===== config.mk =====
export PLATFORM = sky130hd
export DESIGN_NAME = btn_conditioner
export DESIGN_NICKNAME = d
export VERILOG_FILES = /design/src/rtl/btn_pkg.sv /design/src/rtl/btn_debounce_chan.sv /design/src/rtl/btn_conditioner.sv
export SDC_FILE = /design/constraint.sdc
export NUM_CORES = 1
export LEC_CHECK = 0
export CAP_MARGIN = 40
export CORE_MARGIN = 2
export CORE_UTILIZATION = 55
export CTS_CLUSTER_SIZE = 8
export DETAILED_ROUTE_END_ITERATION = 10
export DONT_BUFFER_PORTS = 1
export HOLD_SLACK_MARGIN = 0.02
export PLACE_DENSITY = 0.72
export SYNTH_ARGS = -nofsm -noshare
export SYNTH_HDL_FRONTEND = slang
export SYNTH_SLANG_ARGS = --single-unit

===== constraint.sdc =====
create_clock -name clk -period 4.67 [get_ports clk]
set_clock_uncertainty 0.2 [all_clocks]
set_input_delay 0 -clock clk [delete_from_list [all_inputs] [get_ports clk]]
set_output_delay 0 -clock clk [all_outputs]
set_load 0.005 [all_outputs]

===== src/rtl/btn_pkg.sv =====
// Shared definitions for the push-button conditioner: per-channel FSM
// encoding and the board's channel assignments.
package btn_pkg;

  typedef enum logic [1:0] {
    IDLE        = 2'd0,
    ARM_PRESS   = 2'd1,
    PRESSED     = 2'd2,
    ARM_RELEASE = 2'd3
  } btn_state_e;

  localparam int BTN_JUMP   = 0;
  localparam int BTN_ENABLE = 1;
  localparam int BTN_RST    = 2;

endpackage


===== src/rtl/btn_debounce_chan.sv =====
// One button channel: two-flop synchroniser, stable-time debounce FSM,
// registered press/release strobes and a saturating long-hold detector.
module btn_debounce_chan
  import btn_pkg::*;
#(
  parameter int DEBOUNCE_CYCLES = 1_000_000,
  parameter int HOLD_CYCLES     = 50_000_000
) (
  input  logic clk,
  input  logic clr,
  input  logic i_raw,
  output logic o_level,
  output logic o_press,
  output logic o_release,
  output logic o_hold
);

  localparam int CNT_W  = (DEBOUNCE_CYCLES > 1) ? $clog2(DEBOUNCE_CYCLES) : 1;
  localparam int HCNT_W = $clog2(HOLD_CYCLES + 1);
  localparam logic [CNT_W-1:0]  CNT_LAST = CNT_W'(DEBOUNCE_CYCLES - 1);
  localparam logic [HCNT_W-1:0] HOLD_MAX = HCNT_W'(HOLD_CYCLES);

  logic              r_s1, r_s2;
  btn_state_e        r_state, w_state_nxt;
  logic [CNT_W-1:0]  r_cnt, w_cnt_nxt;
  logic [HCNT_W-1:0] r_hcnt, w_hcnt_nxt, w_hcnt_inc;
  logic              r_level, w_level_nxt;
  logic              r_press, w_press_nxt;
  logic              r_release, w_release_nxt;
  logic              r_hold, w_hold_nxt;

  assign w_hcnt_inc = (r_hcnt == HOLD_MAX) ? r_hcnt : r_hcnt + HCNT_W'(1);

  always_ff @(posedge clk or posedge clr) begin
    if (clr) begin
      r_s1      <= 1'b0;
      r_s2      <= 1'b0;
      r_state   <= IDLE;
      r_cnt     <= '0;
      r_hcnt    <= '0;
      r_level   <= 1'b0;
      r_press   <= 1'b0;
      r_release <= 1'b0;
      r_hold    <= 1'b0;
    end else begin
      r_s1      <= i_raw;
      r_s2      <= r_s1;
      r_state   <= w_state_nxt;
      r_cnt     <= w_cnt_nxt;
      r_hcnt    <= w_hcnt_nxt;
      r_level   <= w_level_nxt;
      r_press   <= w_press_nxt;
      r_release <= w_release_nxt;
      r_hold    <= w_hold_nxt;
    end
  end

  always_comb begin
    w_state_nxt   = r_state;
    w_cnt_nxt     = r_cnt;
    w_hcnt_nxt    = r_hcnt;
    w_level_nxt   = r_level;
    w_press_nxt   = 1'b0;
    w_release_nxt = 1'b0;
    w_hold_nxt    = r_hold;
    case (r_state)
      IDLE: begin
        if (r_s2) begin
          w_state_nxt = ARM_PRESS;
          w_cnt_nxt   = '0;
        end
      end
      ARM_PRESS: begin
        if (!r_s2) begin
          w_state_nxt = IDLE;
        end else if (r_cnt == CNT_LAST) begin
          w_state_nxt = PRESSED;
          w_level_nxt = 1'b1;
          w_press_nxt = 1'b1;
          w_hcnt_nxt  = '0;
        end else begin
          w_cnt_nxt = r_cnt + CNT_W'(1);
        end
      end
      PRESSED: begin
        w_hcnt_nxt = w_hcnt_inc;
        w_hold_nxt = r_hold | (w_hcnt_inc == HOLD_MAX);
        if (!r_s2) begin
          w_state_nxt = ARM_RELEASE;
          w_cnt_nxt   = '0;
        end
      end
      ARM_RELEASE: begin
        // Hold keeps counting through release bounce so a bounce never restarts it
        w_hcnt_nxt = w_hcnt_inc;
        w_hold_nxt = r_hold | (w_hcnt_inc == HOLD_MAX);
        if (r_s2) begin
          w_state_nxt = PRESSED;
        end else if (r_cnt == CNT_LAST) begin
          w_state_nxt   = IDLE;
          w_level_nxt   = 1'b0;
          w_release_nxt = 1'b1;
          w_hold_nxt    = 1'b0;
        end else begin
          w_cnt_nxt = r_cnt + CNT_W'(1);
        end
      end
      default: w_state_nxt = IDLE;
    endcase
  end

  assign o_level   = r_level;
  assign o_press   = r_press;
  assign o_release = r_release;
  assign o_hold    = r_hold;

endmodule


===== src/rtl/btn_conditioner.sv =====
// Multi-channel button conditioner: one independent debounce channel per
// raw button pin, all in the single clk domain.
module btn_conditioner
  import btn_pkg::*;
#(
  parameter int N_BTN           = 3,
  parameter int DEBOUNCE_CYCLES = 1_000_000,
  parameter int HOLD_CYCLES     = 50_000_000
) (
  input  logic             clk,
  input  logic             clr,
  input  logic [N_BTN-1:0] btn_raw,
  output logic [N_BTN-1:0] btn_level,
  output logic [N_BTN-1:0] btn_press,
  output logic [N_BTN-1:0] btn_release,
  output logic [N_BTN-1:0] btn_hold
);

  for (genvar g = 0; g < N_BTN; g++) begin : g_chan
    btn_debounce_chan #(
      .DEBOUNCE_CYCLES(DEBOUNCE_CYCLES),
      .HOLD_CYCLES    (HOLD_CYCLES)
    ) u_chan (
      .clk      (clk),
      .clr      (clr),
      .i_raw    (btn_raw[g]),
      .o_level  (btn_level[g]),
      .o_press  (btn_press[g]),
      .o_release(btn_release[g]),
      .o_hold   (btn_hold[g])
    );
  end

endmodule


==> out/results.env, run 1 <==
STATUS='finished, final reports clean'
TOTAL_NETS_AFTER_SYNTHESIS=1097
SETUP.WORST_PATH.END_CLASS='flip-flop'
VIAS_IN_THE_FIRST_GLOBAL_ROUTE=7417
ROUTE.FINAL.WIRE_LENGTH_MM=20.1
MAXIMUM_VDD_IR_DROP_uV=241
SEQ_AREA_FRAC_SYNTH_PCT=42.3
FINAL_CELL_AREA_MM2=0.0104
CRITPATHMAXSTAGEDELAY_NS=0.50
IO_BUFFERS=0
TIMING.HOLD.WORST_ENDPOINT='g_chan[0].u_chan.r_s2$_DFF_PP0_'
DP_HPWL_MM=13.5
WORSTREG2REGSTART='g_chan[1].u_chan.r_hcnt[0]$_DFFE_PP0P_'
GRT_UTIL_ALL_LAYERS_PCT=23.1
CPMAXSTAGEDELAYCELL='dfrtp_1'
NUM_IO_PINS=17
WORSTPATHCELLLIST='ha_1 -> nand3_1 -> nor4_4 -> nand3_1 -> xor2_1 -> or3_1 -> or4_1 -> o31ai_2'
POWER_LEAKAGE_uW=0.00440
SYNTH_ENABLE_FLOP_CELLS=0
GRT_PASS1_WL_MM=35.2
TIMING.REG2REG.WORST_PATH_DEPTH=8
P_SW_uW=637
CTS_INSERTED_BUFFERS=17
SLEW-LIMIT-HEADROOM_PCT=45.4
HTREEDEPTH=4
FINAL_NETS=1070
GRT_USE_MET1_PCT=32.1
FIN_TOTAL_PWR_uW=3050
POST_CTS_RESIZED=0
YOSYSUNIQUECELLTYPES=79
VIAS_PER_CELL=5.90
ASYNC_RESET_FF_SHARE_PCT=100
SYNTH.AVG_CELL_AREA_UM2=8.85
TIMING.SETUP.CRITICAL_PATH_CLASS='flip-flop to flip-flop'
LAYOUT_WORST_PATH_CYCLE_SHARE_PCT=66.4
CLKLATENCYLATEPIN_NS=0.43
POST_SYNTH_INST_COUNT=1083
SEQUENTIALPOWERSHARE_PCT=47.1
SYNTH.CELL_AREA_MM2=0.00959
LAYOUT-DRIVE-GT1-SHARE_PCT=7.69
CTS_ROOT_BUF='clkbuf_16'
WORST_PATH_DOMINANT_CELL_FAMILY='simple AND/OR/NAND/NOR gates'
DIE_AREA_MM2=0.0185
TIGHTESTPINTRANSITION_NS=0.815
MAX_CAP_VIOLATIONS=0
SYNTH.YOSYS.WARNINGS=0
REPORT.FINAL.SETUP_VIOL=0
TIMING.CRITICAL_PATH.BUF_INV=0
PATH_COMMON_CELL='nand3_1'
FLOORPLAN.INITIALDENSITY_PCT=55.8
TIMING_HOLD_VIOLATIONS_FINAL=0
DRTITER0DRC=544
AREA.SEQUENTIAL_MM2=0.00405
CLOCK_SINKS=162
CRITICAL_PATH.MAX_FANOUT=8
START_KIND='flip-flop'
HOLDCRITSTARTPOINT='g_chan[0].u_chan.r_s1$_DFF_PP0_'
MIN_TCLK_POST_ROUTE_NS=3.10
POSTSYNTH.TOPFLOPCELL='dfrtp_1'
DRT-WIRELENGTH-PER-CELL_UM=15.6
SETUP.REG_TO_REG.WORST_SLACK_NS=1.57
INITIAL_ANTENNA_VIOLATION_COUNT=0
DIE_HEIGHT_UM=136
FMAX_GHz=0.322
FINAL_MAX_SLEW_VIOLATION_COUNT=0
ANTENNADIODECOUNT=0
CP_DATA_REQUIRED_TIME_NS=4.81
MAX-CLOCK-PATH-BUFFERS=2
MULTI_INPUT_AREA_MM2=0.00508
GLOBAL_ROUTE.PEAK_USAGE_LAYER='met2'
POWER.COMBINATIONAL.FRACTION_PCT=2.6
GRT_UTIL_MET2_PCT=36.7
MIN_PATH_TYPE='flip-flop to flip-flop'
TRITONCTS='built'
SHARE_CLK_OF_TOTAL_POWER_PCT=50.4
VIAS=7627
DRC=0
PLACEDINSTANCEAREA_MM2=0.00967
DPL.CELL_COUNT=1253
CP_DATA_ARRIVAL_TIME_NS=3.24
FLOORPLAN.CORE_AREA_MM2=0.0172
GR-USAGE-MET3_PCT=4.25
SYNTHTOLAYOUTAREAGROWTH_PCT=8.55
LAYOUT.CELLS.NON_FILLER=1292
GRT_SETUP_UNREPAIRED='false'
SYNTH.FF_LATCH_COUNT=162
DIEWIDTH_UM=136
LARGEST_NET_DEGREE_AT_THE_START_OF_GLOBAL_ROUTING=77
DETAILEDROUTE.FIRSTPASSITERATIONCOUNT=5
PLACE.GP.CONGESTION=0.845
CLK_TRANSITION_REPORTED_PATHS_NS=0.06
NETSWITCHINGFRACTION_PCT=20.9
PLACEMENT_ROWS=48
POWER-PER-CELL-AREA_mW_PER_MM2=293
CELL_INTERNAL_PWR_uW=2410
ANTENNA_LEFT=0
FIN_SETUP_TNS_NS=0
HOLDPATHSTAGES=0
GRT.OVERFLOW.TOTAL=0
REGTOREGENDPOINT='g_chan[1].u_chan.o_hold$_DFFE_PP0N_'
FILL_CELL_TOTAL_OF_THE_FINISHED_LAYOUT=1448
per-stage QoR:
step / worst slack [ns] / hold WS [ns] / util, %
finish: 1.57 / 0.154 / 60.6
global route: 1.38 / 0.163 / 60.6
CTS: 1.61 / 0.154 / 60.6
detailed placement: 1.64 / -0.338 / 56.3
global placement: 1.53 / -0.169 / 55.8
floorplan: 0.0934 / -0.169 / -
cells in the mapped netlist, types with 4 or more instances:
library cell / n / area share, %
nor2_1: 89 / 3.5
nor4_1: 12 / 0.78
nor4b_1: 7 / 0.64
o31ai_1: 8 / 0.63
nor3_1: 20 / 1.0
buf_6: 4 / 0.47
nand2_1: 140 / 5.5
and2_1: 13 / 0.85
a31oi_1: 8 / 0.52
inv_1: 31 / 1.2
xnor2_1: 46 / 4.2
dfrtp_1: 162 / 42
nor3b_1: 6 / 0.47
o22ai_1: 4 / 0.26
nand2b_1: 8 / 0.52
nor2b_1: 4 / 0.26
ha_1: 9 / 1.2
or3_1: 13 / 0.85
clkbuf_1: 48 / 1.9
o21ai_0: 91 / 4.8
mux2_2: 4 / 0.47
nand4_1: 46 / 3.0
a21o_1: 5 / 0.39
buf_4: 12 / 0.94
nand3_1: 56 / 2.9
nor4bb_1: 6 / 0.63
a22o_1: 11 / 1.0
or4_1: 6 / 0.47
and4_1: 10 / 0.91
o21a_1: 4 / 0.31
and3_1: 34 / 2.2
a21oi_1: 28 / 1.5
xor2_1: 58 / 5.3
mux2i_1: 13 / 1.4
state kept, by name, indices dropped and copies added, names as in the netlist, named ones only:
signal	count
g_chan.u_chan.r_s2	3
g_chan.u_chan.o_hold	3
g_chan.u_chan.o_press	3
g_chan.u_chan.r_s1	3
g_chan.u_chan.r_cnt	60
g_chan.u_chan.o_release	3
g_chan.u_chan.r_state	3
g_chan.u_chan.r_hcnt	78
g_chan.u_chan.o_level	3
worst max-delay path by stage:
stage / end / cells after the start / startpoint / slack (ns)
after detailed placement: g_chan[1].u_chan.o_hold$_DFFE_PP0N_ / 8 / g_chan[1].u_chan.r_hcnt[0]$_DFFE_PP0P_ / 1.64
after global placement: g_chan[1].u_chan.o_level$_DFFE_PP0P_ / 6 / g_chan[1].u_chan.r_cnt[13]$_DFFE_PP0P_ / 1.53
after CTS: g_chan[1].u_chan.o_hold$_DFFE_PP0N_ / 8 / g_chan[1].u_chan.r_hcnt[0]$_DFFE_PP0P_ / 1.61
final: g_chan[1].u_chan.o_hold$_DFFE_PP0N_ / 8 / g_chan[1].u_chan.r_hcnt[0]$_DFFE_PP0P_ / 1.57
after floorplan: asynchronous set/reset pin / 1 / clr / 0.09
after global routing: g_chan[1].u_chan.o_hold$_DFFE_PP0N_ / 7 / g_chan[1].u_chan.r_hcnt[3]$_DFFE_PP0P_ / 1.38
final cells by class:
cell class,instances,area share (%)
tap,225,2.70
sequential,162,39.0
multi-input combinational,822,48.8
clock buffer,19,4.35
inverter,31,1.17
timing repair buffer,22,2.24
clock inverter,11,1.78
cells in the final DEF (no fill, tap or decap), types with 4 or more instances in the layout:
cell	instances
o21ai_0	91
o22ai_1	4
clkinv_2	4
buf_4	9
nand2b_1	8
a22o_1	11
nor2_1	89
or3_1	13
nor3b_1	6
or4_1	6
a21oi_1	28
xnor2_1	46
mux2i_1	13
nand4_1	46
and4_1	10
and2_1	13
o31ai_1	8
dfrtp_1	162
nor3_1	20
nand3_1	56
bufinv_16	5
mux2_2	4
nand2_1	140
nor4_1	12
a31oi_1	7
nor2b_1	4
clkbuf_16	17
nor4b_1	7
ha_1	9
inv_1	30
o21a_1	4
dlygate4sd3_1	8
nor4bb_1	6
and3_1	34
xor2_1	58
a21o_1	5
cell families after synthesis:
logic type	share of synthesized area (%)
simple gates	28.7
compound gates	11.7
flops	42.3
xor+xnor	9.50
buf+inv	4.80
mux	1.83
fa+ha+maj	1.17
per-layer routing:
layer / part of all wire (%) / vias to the layer above
met4: 1.6 / 0
met2: 47 / 109
met3: 2.7 / 26
met5: 0 / -
met1: 49 / 3724
li1: - / 3768
worst register-to-register path: stages, from the launching register on:
cell and delay (ns):
dfrtp_1 0.50, ha_1 0.33, nand3_1 0.20, nor4_4 0.45
nand3_1 0.15, xor2_1 0.17, or3_1 0.35, or4_1 0.49
o31ai_2 0.18
power groups by stage:
| stage | Clock, µW | Sequential [µW] | Combinational, µW |
|---|---|---|---|
| finish | 1540 | 1430 | 77.9 |
| global route | 1610 | 1440 | 92.0 |
| CTS | 1550 | 1430 | 81.0 |
| detailed placement | 0 | 1460 | 73.6 |
| global placement | 0 | 1460 | 65.5 |
| floorplan | 0 | 1450 | 52.3 |
timing repair:
action	4_1_cts	5_1_grt
hold endpoints to repair	108	0
hold buffers	9	0
setup buffers	0	0
No activity file was read; power rests on OpenSTA's default activity.
==> inputs of run 2 (changes only) <==
--- a/config.mk
+++ b/config.mk
@@ -5,6 +5,7 @@
 export SDC_FILE = /design/constraint.sdc
 export NUM_CORES = 1
 export LEC_CHECK = 0
+export ABC_AREA = 1
 export CAP_MARGIN = 40
 export CORE_MARGIN = 2
 export CORE_UTILIZATION = 55
==> constraint.sdc (replaced) <==
create_clock -name clk -period 2.6 [get_ports clk]
set_clock_uncertainty 0.2 [all_clocks]
set_input_delay 0 -clock clk [delete_from_list [all_inputs] [get_ports clk]]
set_output_delay 0 -clock clk [all_outputs]
set_load 0.005 [all_outputs]
==> run 2 against run 1 <==
  * Sequential share of layout area down 1.4 points
  * Cell count up 24%
  * Power up 80%
  * Hold slack worse by 0.051 ns
  * First-iteration DRC count up 1.3%
  * Clock power up 79%
  * Wire length up 12%
  * Sequential cell count unchanged
  * Sequential power up 80%
  * Critical path type unchanged
  * Largest power group unchanged
==> out/results.env, run 2 <==
STATUS='finished, final reports clean'
FMAX_GHz=0.428  # +33%
MAXIMUM_VDD_IR_DROP_uV=489  # +100%
VIAS=8735  # +15%
DIEWIDTH_UM=138  # +1.4%
WL_MET2_MM=10.9  # +15%
SYNTH_ENABLE_FLOP_CELLS=0  # unchanged
SYNTH.FF_LATCH_COUNT=162  # unchanged
GRT_UTIL_ALL_LAYERS_PCT=24.9  # +1.9 points
SYNTHTOPCELLSBYCOUNT='nand2_1 (332), nor2_1 (184), inv_1 (168), dfrtp_1 (162), nand3_1 (96)'
ASYNC_RESET_FF_SHARE_PCT=100  # unchanged
ROUTE.LAYER.MET1.WL_MM=10.3  # +5.2%
DP_HPWL_MM=16.1  # +19%
GRT.OVERFLOW.TOTAL=0  # unchanged
SEQ_AREA_FRAC_SYNTH_PCT=41.1  # -1.2 points
WORSTPATHCELLLIST='ha_1 -> inv_1 -> nor3_2 -> nand2_1 -> inv_2 -> nand4_2 -> nand2b_4 -> nand2_2 -> o22ai_1'
MIN_TCLK_POST_ROUTE_NS=2.34  # -0.765 ns
TIMING.CRITICAL_PATH.BUF_INV=2  # +2
LAYOUT_TOP_REGISTERS='g_chan.u_chan.r_hcnt: 78 flops, g_chan.u_chan.r_cnt: 60 flops'
FLOORPLAN.INITIALDENSITY_PCT=56.7  # +0.83 points
DR_WL_MET3_UM=939  # +72%
YOSYSUNIQUECELLTYPES=40  # -49%
SETUP_SLACK_NS=0.263  # -1.30 ns
WORST_PATH_DOMINANT_CELL_FAMILY='simple AND/OR/NAND/NOR gates'
SETUP.WORST_PATH.END_CLASS='flip-flop'
PLACE.GP.CONGESTION=0.952  # +13%
TOTAL_NETS_AFTER_SYNTHESIS=1375  # +25%
NUM_IO_PINS=17  # unchanged
CP_DATA_ARRIVAL_TIME_NS=2.42  # -0.82 ns
SYNTH.YOSYS.WARNINGS=0  # unchanged
DRTITER0DRC=551  # +1.3%
MIN_PATH_TYPE='input pin to asynchronous set/reset pin'
REPORT.FINAL.SETUP_VIOL=0  # unchanged
CTS_ROOT_BUF='clkbuf_16'
CRITICAL_PATH.MAX_FANOUT=24  # +16
MAX_CAP_VIOLATIONS=0  # unchanged
POWER-PER-CELL-AREA_mW_PER_MM2=508  # +73%
TIMING.REG2REG.WORST_PATH_DEPTH=9  # +1
TIMING_HOLD_VIOLATIONS_FINAL=0  # unchanged
YOSYSMOSTFREQUENTCELL='nand2_1'
GRT_SETUP_UNREPAIRED='false'
TIMING.SETUP.CRITICAL_PATH_CLASS='flip-flop to flip-flop'
SLEW-LIMIT-HEADROOM_PCT=43.8  # -1.7 points
CRITPATHMAXSTAGEDELAY_NS=0.42  # -0.08 ns
POWER_LEAKAGE_uW=0.00461  # +4.8%
LARGEST_NET_DEGREE_AT_THE_START_OF_GLOBAL_ROUTING=163  # +110%
SETUP.REG_TO_REG.WORST_SLACK_NS=0.26  # -1.30 ns
PLACEMENT_ROWS=48  # unchanged
ANTENNA_LEFT=0  # unchanged
SYNTHTOLAYOUTAREAGROWTH_PCT=9.46
POST_SYNTH_INST_COUNT=1361  # +26%
DIE_HEIGHT_UM=138  # +1.4%
GRT_PASS1_WL_MM=37.9  # +7.7%
FIN_SETUP_TNS_NS=0  # unchanged
IO_BUFFERS=0  # unchanged
CLK_TRANSITION_REPORTED_PATHS_NS=0.07  # about the same
FLOORPLAN.CORE_AREA_MM2=0.0174  # +1.4%
MAX-CLOCK-PATH-BUFFERS=2  # unchanged
DRC=0  # unchanged
FIN_TOTAL_PWR_uW=5480  # +80%
SYNTH_LARGEST_AREA_CELL='dfrtp_1'
REGTOREGENDPOINT='g_chan[0].u_chan.r_hcnt[6]$_DFFE_PP0P_'
CP_DATA_REQUIRED_TIME_NS=2.68  # -2.13 ns
SYNTH.AVG_CELL_AREA_UM2=7.25  # -18%
DRT-WIRELENGTH-PER-CELL_UM=14.1  # -9.4%
FILL_CELL_TOTAL_OF_THE_FINISHED_LAYOUT=1594  # +10%
DETAILEDROUTE.FIRSTPASSITERATIONCOUNT=5  # unchanged
CTS_INSERTED_BUFFERS=17  # unchanged
SYNTH.CELL_AREA_MM2=0.00987  # +2.9%
LARGEST_REGISTER='g_chan.u_chan.r_hcnt'
ANTENNADIODECOUNT=0  # unchanged
INITIAL_ANTENNA_VIOLATION_COUNT=0  # unchanged
CLOCK_SINKS=162  # unchanged
TRITONCTS='built'
CPMAXSTAGEDELAYCELL='dfrtp_1'
COMMONEST_CELLS_AFTER_ROUTING_FILL_AND_TAPS_ASIDE='nand2_1 (332), nor2_1 (184), inv_1 (167)'
CLKLATENCYLATEPIN_NS=0.43  # about the same
TIGHTESTPINTRANSITION_NS=0.843  # +0.0280 ns
START_KIND='flip-flop'
VIAS_IN_THE_FIRST_GLOBAL_ROUTE=8325  # +12%
LAYOUT-DRIVE-GT1-SHARE_PCT=6.53  # -1.2 points
HTREEDEPTH=4  # unchanged
ROUTE.FINAL.WIRE_LENGTH_MM=22.6  # +12%
POSTSYNTH.TOPFLOPCELL='dfrtp_1'
FINAL_MAX_SLEW_VIOLATION_COUNT=0  # unchanged
LAYOUT_WORST_PATH_CYCLE_SHARE_PCT=89.9  # +23 points
TOP_SIGNAL_LAYER_USED='met4'
SYNTH_AREA_LEADERS='dfrtp_1 (41%), nand2_1 (13%), nor2_1 (7.0%)'
LARGEST_REG_FLOPS=78  # unchanged
FINAL_COMMON_CELL='nand2_1'
FINAL_NETS=1380  # +29%
VIAS_PER_CELL=5.45  # -7.7%
WORSTREG2REGSTART='g_chan[0].u_chan.r_cnt[0]$_DFFE_PP0P_'
TOP_CELL_TYPE_S_SHARE_OF_SYNTHESIZED_AREA_PCT=41.1  # -1.2 points
DIE_AREA_MM2=0.0190  # +2.8%
PRE_CTS_WS_NS=0.299  # -1.34 ns
## run 2: cell types whose count changed in the layout (fill, tap and decap cells not counted), sizes merged, moves of 12 or more
cell | before | now
nand3 | 57 | 101
nor2 | 90 | 195
mux2i | 13 | 0
or3 | 15 | 0
and2 | 14 | 2
nor3 | 20 | 46
inv | 31 | 185
and3 | 35 | 0
xnor2 | 46 | 11
nand2 | 140 | 338
a22o | 12 | 0
o22ai | 4 | 47
nand4 | 48 | 36
o21ai | 91 | 64
## run 2: worst max-delay path by stage
stage | start | end | slack (ns) | cells after the start
finish | g_chan[0].u_chan.r_cnt[0]$_DFFE_PP0P_ | g_chan[0].u_chan.r_hcnt[6]$_DFFE_PP0P_ | 0.26 | 9
global route | g_chan[2].u_chan.r_cnt[0]$_DFFE_PP0P_ | g_chan[2].u_chan.r_cnt[7]$_DFFE_PP0P_ | 0.03 | 10
CTS | g_chan[0].u_chan.r_cnt[0]$_DFFE_PP0P_ | g_chan[0].u_chan.r_hcnt[13]$_DFFE_PP0P_ | 0.26 | 9
detailed placement | g_chan[2].u_chan.r_cnt[0]$_DFFE_PP0P_ | g_chan[2].u_chan.r_cnt[7]$_DFFE_PP0P_ | 0.30 | 10
global placement | g_chan[1].u_chan.r_hcnt[0]$_DFFE_PP0P_ | g_chan[1].u_chan.o_hold$_DFFE_PP0N_ | 0.35 | 12
floorplan | clr | asynchronous set/reset pin | 0.34 | 1
## run 2: area by class of cell
type / instances / area (µm²) / area share, %
clock buffer: 17 / 425 / 3.94
clock inverter: 15 / 220 / 2.04
inverter: 179 / 676 / 6.26
multi-input combinational: 984 / 4950 / 45.8
sequential: 162 / 4050 / 37.5
tap: 225 / 282 / 2.61
timing repair buffer: 22 / 195 / 1.81
## run 2: what timing repair did
action | 4_1_cts | 5_1_grt
buffers inserted | 0 | 0
endpoints found under the hold margin | 165 | 0
hold buffers | 7 | 0
resized for setup | 0 | 1
setup endpoints to repair | 0 | 1
## run 2: worst reg2reg max path: cells and delay by family (launching register included)
| family | cells | cell delay [ns] |
|---|---|---|
| DFF | 1 | 0.42 |
| buffers and inverters | 2 | 0.17 |
| AOI/OAI and AO/OA | 1 | 0.15 |
| adders and majority gates | 1 | 0.22 |
| and+or+nand+nor | 5 | 1.03 |
## run 2: kinds of logic (layout without fill, tap and decap cells)
group,after synthesis,after routing,share of synthesized area (%)
simple gates,741,741,33.1
buf+inv,215,233,8.81
compound gates,165,165,9.70
flops,162,162,41.1
xor+xnor,69,69,6.12
fa+ha+maj,9,9,1.14
## run 2: through the flow
stage	utilization [%]	cell area [µm²]	hold slack (ns)	cells
after global placement	57.9	10100	-0.169	1565
after global routing	62.0	10800	0.160	1604
after detailed placement	57.9	10100	-0.169	1565
final	62.0	10800	0.103	1604
after floorplan	-	9870	-0.169	1361
after CTS	62.0	10800	0.159	1604
## run 2: routing by layer
metal  vias up  global-route usage [%]
met3        41                    4.82
met5         -                       0
li1       4452                       -
met1      4036                    31.9
met2       206                    42.2
met4         0                    8.73
## run 2: power by group
part | internal (µW) | switching [µW] | leakage, µW
Clock | 1640 | 1120 | 0.000313
Combinational | 38.5 | 117 | 0.00206
Sequential | 2540 | 25.5 | 0.00224
Total | 4220 | 1260 | 0.00461
==> inputs of run 3 (changes only) <==
--- a/config.mk
+++ b/config.mk
@@ -13,7 +13,7 @@
 export DETAILED_ROUTE_END_ITERATION = 10
 export DONT_BUFFER_PORTS = 1
 export HOLD_SLACK_MARGIN = 0.02
-export PLACE_DENSITY = 0.72
+export PLACE_DENSITY = 0.73
 export SYNTH_ARGS = -nofsm -noshare
 export SYNTH_HDL_FRONTEND = slang
 export SYNTH_SLANG_ARGS = --single-unit
==> run 3 against run 2 <==
  * Fmax is 0.69% higher
  * Core utilization fell by 0.15 points
  * Critical endpoint is now g_chan[1].u_chan.o_hold$_DFFE_PP0N_
  * Non-clock buffer count is 3 higher
  * Wire length up 3.2%
  * Highest routed layer unchanged
  * Sequential cell count did not move
  * Via count rose by 2.8%
  * Final area down 0.24%
  * Die area did not move
==> out/results.env, run 3 (synthesis results as in run 2) <==
NUM_IO_PINS=17  # unchanged
DRT-WIRELENGTH-PER-CELL_UM=14.5  # +3.0%
FINAL_MAX_SLEW_VIOLATION_COUNT=0  # unchanged
IO_BUFFERS=0  # unchanged
SLEW-LIMIT-HEADROOM_PCT=52.6  # +8.8 points
LARGEST_REG_FLOPS=78  # unchanged
GRT_SETUP_UNREPAIRED='false'
VIAS_PER_CELL=5.59  # +2.6%
DIEWIDTH_UM=138  # unchanged
LARGEST_REGISTER='g_chan.u_chan.r_hcnt'
FIN_SETUP_TNS_NS=0  # unchanged
FINAL_CORE_OCC_PCT=61.9  # -0.15 points
SETUP.WORST_PATH.END_CLASS='flip-flop'
DRC=0  # unchanged
MAX_CAP_VIOLATIONS=0  # unchanged
TIMING_HOLD_VIOLATIONS_FINAL=0  # unchanged
CLOCK_SINKS=162  # unchanged
FILL_CELL_TOTAL_OF_THE_FINISHED_LAYOUT=1575  # -1.2%
SYNTHTOLAYOUTAREAGROWTH_PCT=9.19
WORSTREG2REGSTART='g_chan[1].u_chan.r_hcnt[0]$_DFFE_PP0P_'
CP_DATA_REQUIRED_TIME_NS=2.75  # +0.07 ns
ANTENNA_LEFT=0  # unchanged
DETAILEDROUTE.FIRSTPASSITERATIONCOUNT=7  # +2
LAYOUT-DRIVE-GT1-SHARE_PCT=6.58  # +0.058 points
FINAL_NETS=1383  # +0.22%
COMMONEST_CELLS_AFTER_ROUTING_FILL_AND_TAPS_ASIDE='nand2_1 (332), nor2_1 (183), inv_1 (167)'
VIAS=8981  # +2.8%
GRT_UTIL_ALL_LAYERS_PCT=26.2  # +1.2 points
DIE_HEIGHT_UM=138  # unchanged
LAYOUT_TOP_REGISTERS='g_chan.u_chan.r_hcnt: 78 flops, g_chan.u_chan.r_cnt: 60 flops'
TIGHTESTPINTRANSITION_NS=0.712  # -0.132 ns
FLOORPLAN.CORE_AREA_MM2=0.0174  # unchanged
MIN_TCLK_POST_ROUTE_NS=2.32  # -0.0160 ns
START_KIND='flip-flop'
TIMING.REG2REG.WORST_PATH_DEPTH=12  # +3
REGTOREGENDPOINT='g_chan[1].u_chan.o_hold$_DFFE_PP0N_'
SETUP.REG_TO_REG.WORST_SLACK_NS=0.28  # +0.02 ns
HTREEDEPTH=4  # unchanged
POST_CTS_BUFFERS=0  # unchanged
PLACEMENT_ROWS=48  # unchanged
PLACE.GP.CONGESTION=0.997  # +4.7%
CRITICAL_PATH.MAX_FANOUT=4  # -83%
TIMING.SETUP.CRITICAL_PATH_CLASS='flip-flop to flip-flop'
REPORT.FINAL.SETUP_VIOL=0  # unchanged
CTS_INSERTED_BUFFERS=17  # unchanged
FINAL_COMMON_CELL='nand2_1'
MULTI_INPUT_AREA_MM2=0.00496  # +0.25%
TRITONCTS='built'
INITIAL_ANTENNA_VIOLATION_COUNT=0  # unchanged
FINAL_CELL_AREA_MM2=0.0108  # -0.24%
LAYOUT_WORST_PATH_CYCLE_SHARE_PCT=89.3  # -0.62 points
VIAS_IN_THE_FIRST_GLOBAL_ROUTE=8328  # +0.036%
CLKLATENCYLATEPIN_NS=0.43  # about the same
ROUTE.FINAL.WIRE_LENGTH_MM=23.3  # +3.2%
POWER_LEAKAGE_uW=0.00459  # -0.45%
PRE_CTS_WS_NS=0.217  # -0.0814 ns
MAX-CLOCK-PATH-BUFFERS=2  # unchanged
HOLDPATHSTAGES=0
DP_HPWL_MM=16.8  # +4.3%
FLOORPLAN.INITIALDENSITY_PCT=56.7  # unchanged
HOLDCRITSTARTPOINT='g_chan[1].u_chan.r_s1$_DFF_PP0_'
SETUP_SLACK_NS=0.279  # +0.0160 ns
STATUS='finished, final reports clean'
FMAX_GHz=0.431  # +0.69%
ANTENNADIODECOUNT=0  # unchanged
CP_DATA_ARRIVAL_TIME_NS=2.47  # +0.05 ns
WORSTSETUPSTARTPOINT='g_chan[1].u_chan.r_hcnt[0]$_DFFE_PP0P_'
CLK_TRANSITION_REPORTED_PATHS_NS=0.07  # about the same
LARGEST_NET_DEGREE_AT_THE_START_OF_GLOBAL_ROUTING=128  # -21%
POWER-PER-CELL-AREA_mW_PER_MM2=486  # -4.3%
DIE_AREA_MM2=0.0190  # unchanged
PLACEDINSTANCEAREA_MM2=0.0101  # about the same
AREA.SEQUENTIAL_MM2=0.00405  # unchanged
GRT_PASS1_WL_MM=39.8  # +5.1%
CTS_ROOT_BUF='clkbuf_16'
TIMING.HOLD.WORST_ENDPOINT='g_chan[1].u_chan.r_s2$_DFF_PP0_'
MAXIMUM_VDD_IR_DROP_uV=471  # -3.8%
MIN_PATH_TYPE='flip-flop to flip-flop'
GRT.OVERFLOW.TOTAL=0  # unchanged
DRTITER0DRC=764  # +39%
[run 3: cell types whose count changed in the layout (fill, tap and decap cells not counted), sizes merged]
cell         previous run  this run
inv                   185       180
clkbuf                 17        20
bufinv                  4         2
clkinv                  3         5
clkinvlp                2         4
dlygate4sd3             7         9
buf                    15        16
[run 3: what timing repair did]
action                                  CTS  global route
endpoints found under the setup margin    0             7
resized for setup                         0             4
hold buffers                              9             0
endpoints found under the hold margin   165             0
[run 3: how the worst max path moves through the flow]
stage / endpoint / cells past startpoint
after floorplan: asynchronous set/reset pin / 1
after global placement: g_chan[1].u_chan.o_hold$_DFFE_PP0N_ / 13
after detailed placement: g_chan[1].u_chan.o_hold$_DFFE_PP0N_ / 13
after CTS: g_chan[1].u_chan.o_hold$_DFFE_PP0N_ / 13
after global routing: g_chan[1].u_chan.r_cnt[10]$_DFFE_PP0P_ / 10
final: g_chan[1].u_chan.o_hold$_DFFE_PP0N_ / 12
[run 3: through the flow]
step,instances,hold slack [ns],total power [µW]
after floorplan,1361,-0.169,2720
after global placement,1566,-0.338,2760
after detailed placement,1566,-0.335,2770
after CTS,1607,0.152,5280
after global routing,1607,0.154,5430
final,1607,0.150,5240
[run 3: per-layer routing]
layer  wire length [µm]  global-route usage, %  vias up  part of all wire, %
li1                   -                      -     4452                    -
met2              10500                   39.7      248                   45
met5                  0                      0        -                    0
met1              11200                   38.2     4241                   48
met4                346                   7.77        0                  1.5
met3               1250                   4.82       40                  5.3
[run 3: final cells by class]
| type | count | area share (%) |
|---|---|---|
| sequential | 162 | 37.6 |
| tap | 225 | 2.61 |
| clock buffer | 20 | 4.15 |
| multi-input combinational | 984 | 46.0 |
| clock inverter | 12 | 1.23 |
| timing repair buffer | 25 | 2.07 |
| inverter | 179 | 6.27 |
[run 3: critical path, cell delays in order (launching register included)]
cell     delay (ns)
dfrtp_1        0.42
ha_1           0.20
nand3_1        0.19
inv_2          0.13
nand2_1        0.12
nor2_2         0.19
nand3_1        0.12
xor2_1         0.17
nor2_1         0.12
nand2_1        0.07
nor2_1         0.12
nand2_1        0.07
a21oi_1        0.13
[run 3: power breakdown]
part	switching (µW)	internal [µW]
Sequential	25.6	2550
Combinational	119	40.8
Clock	1060	1440
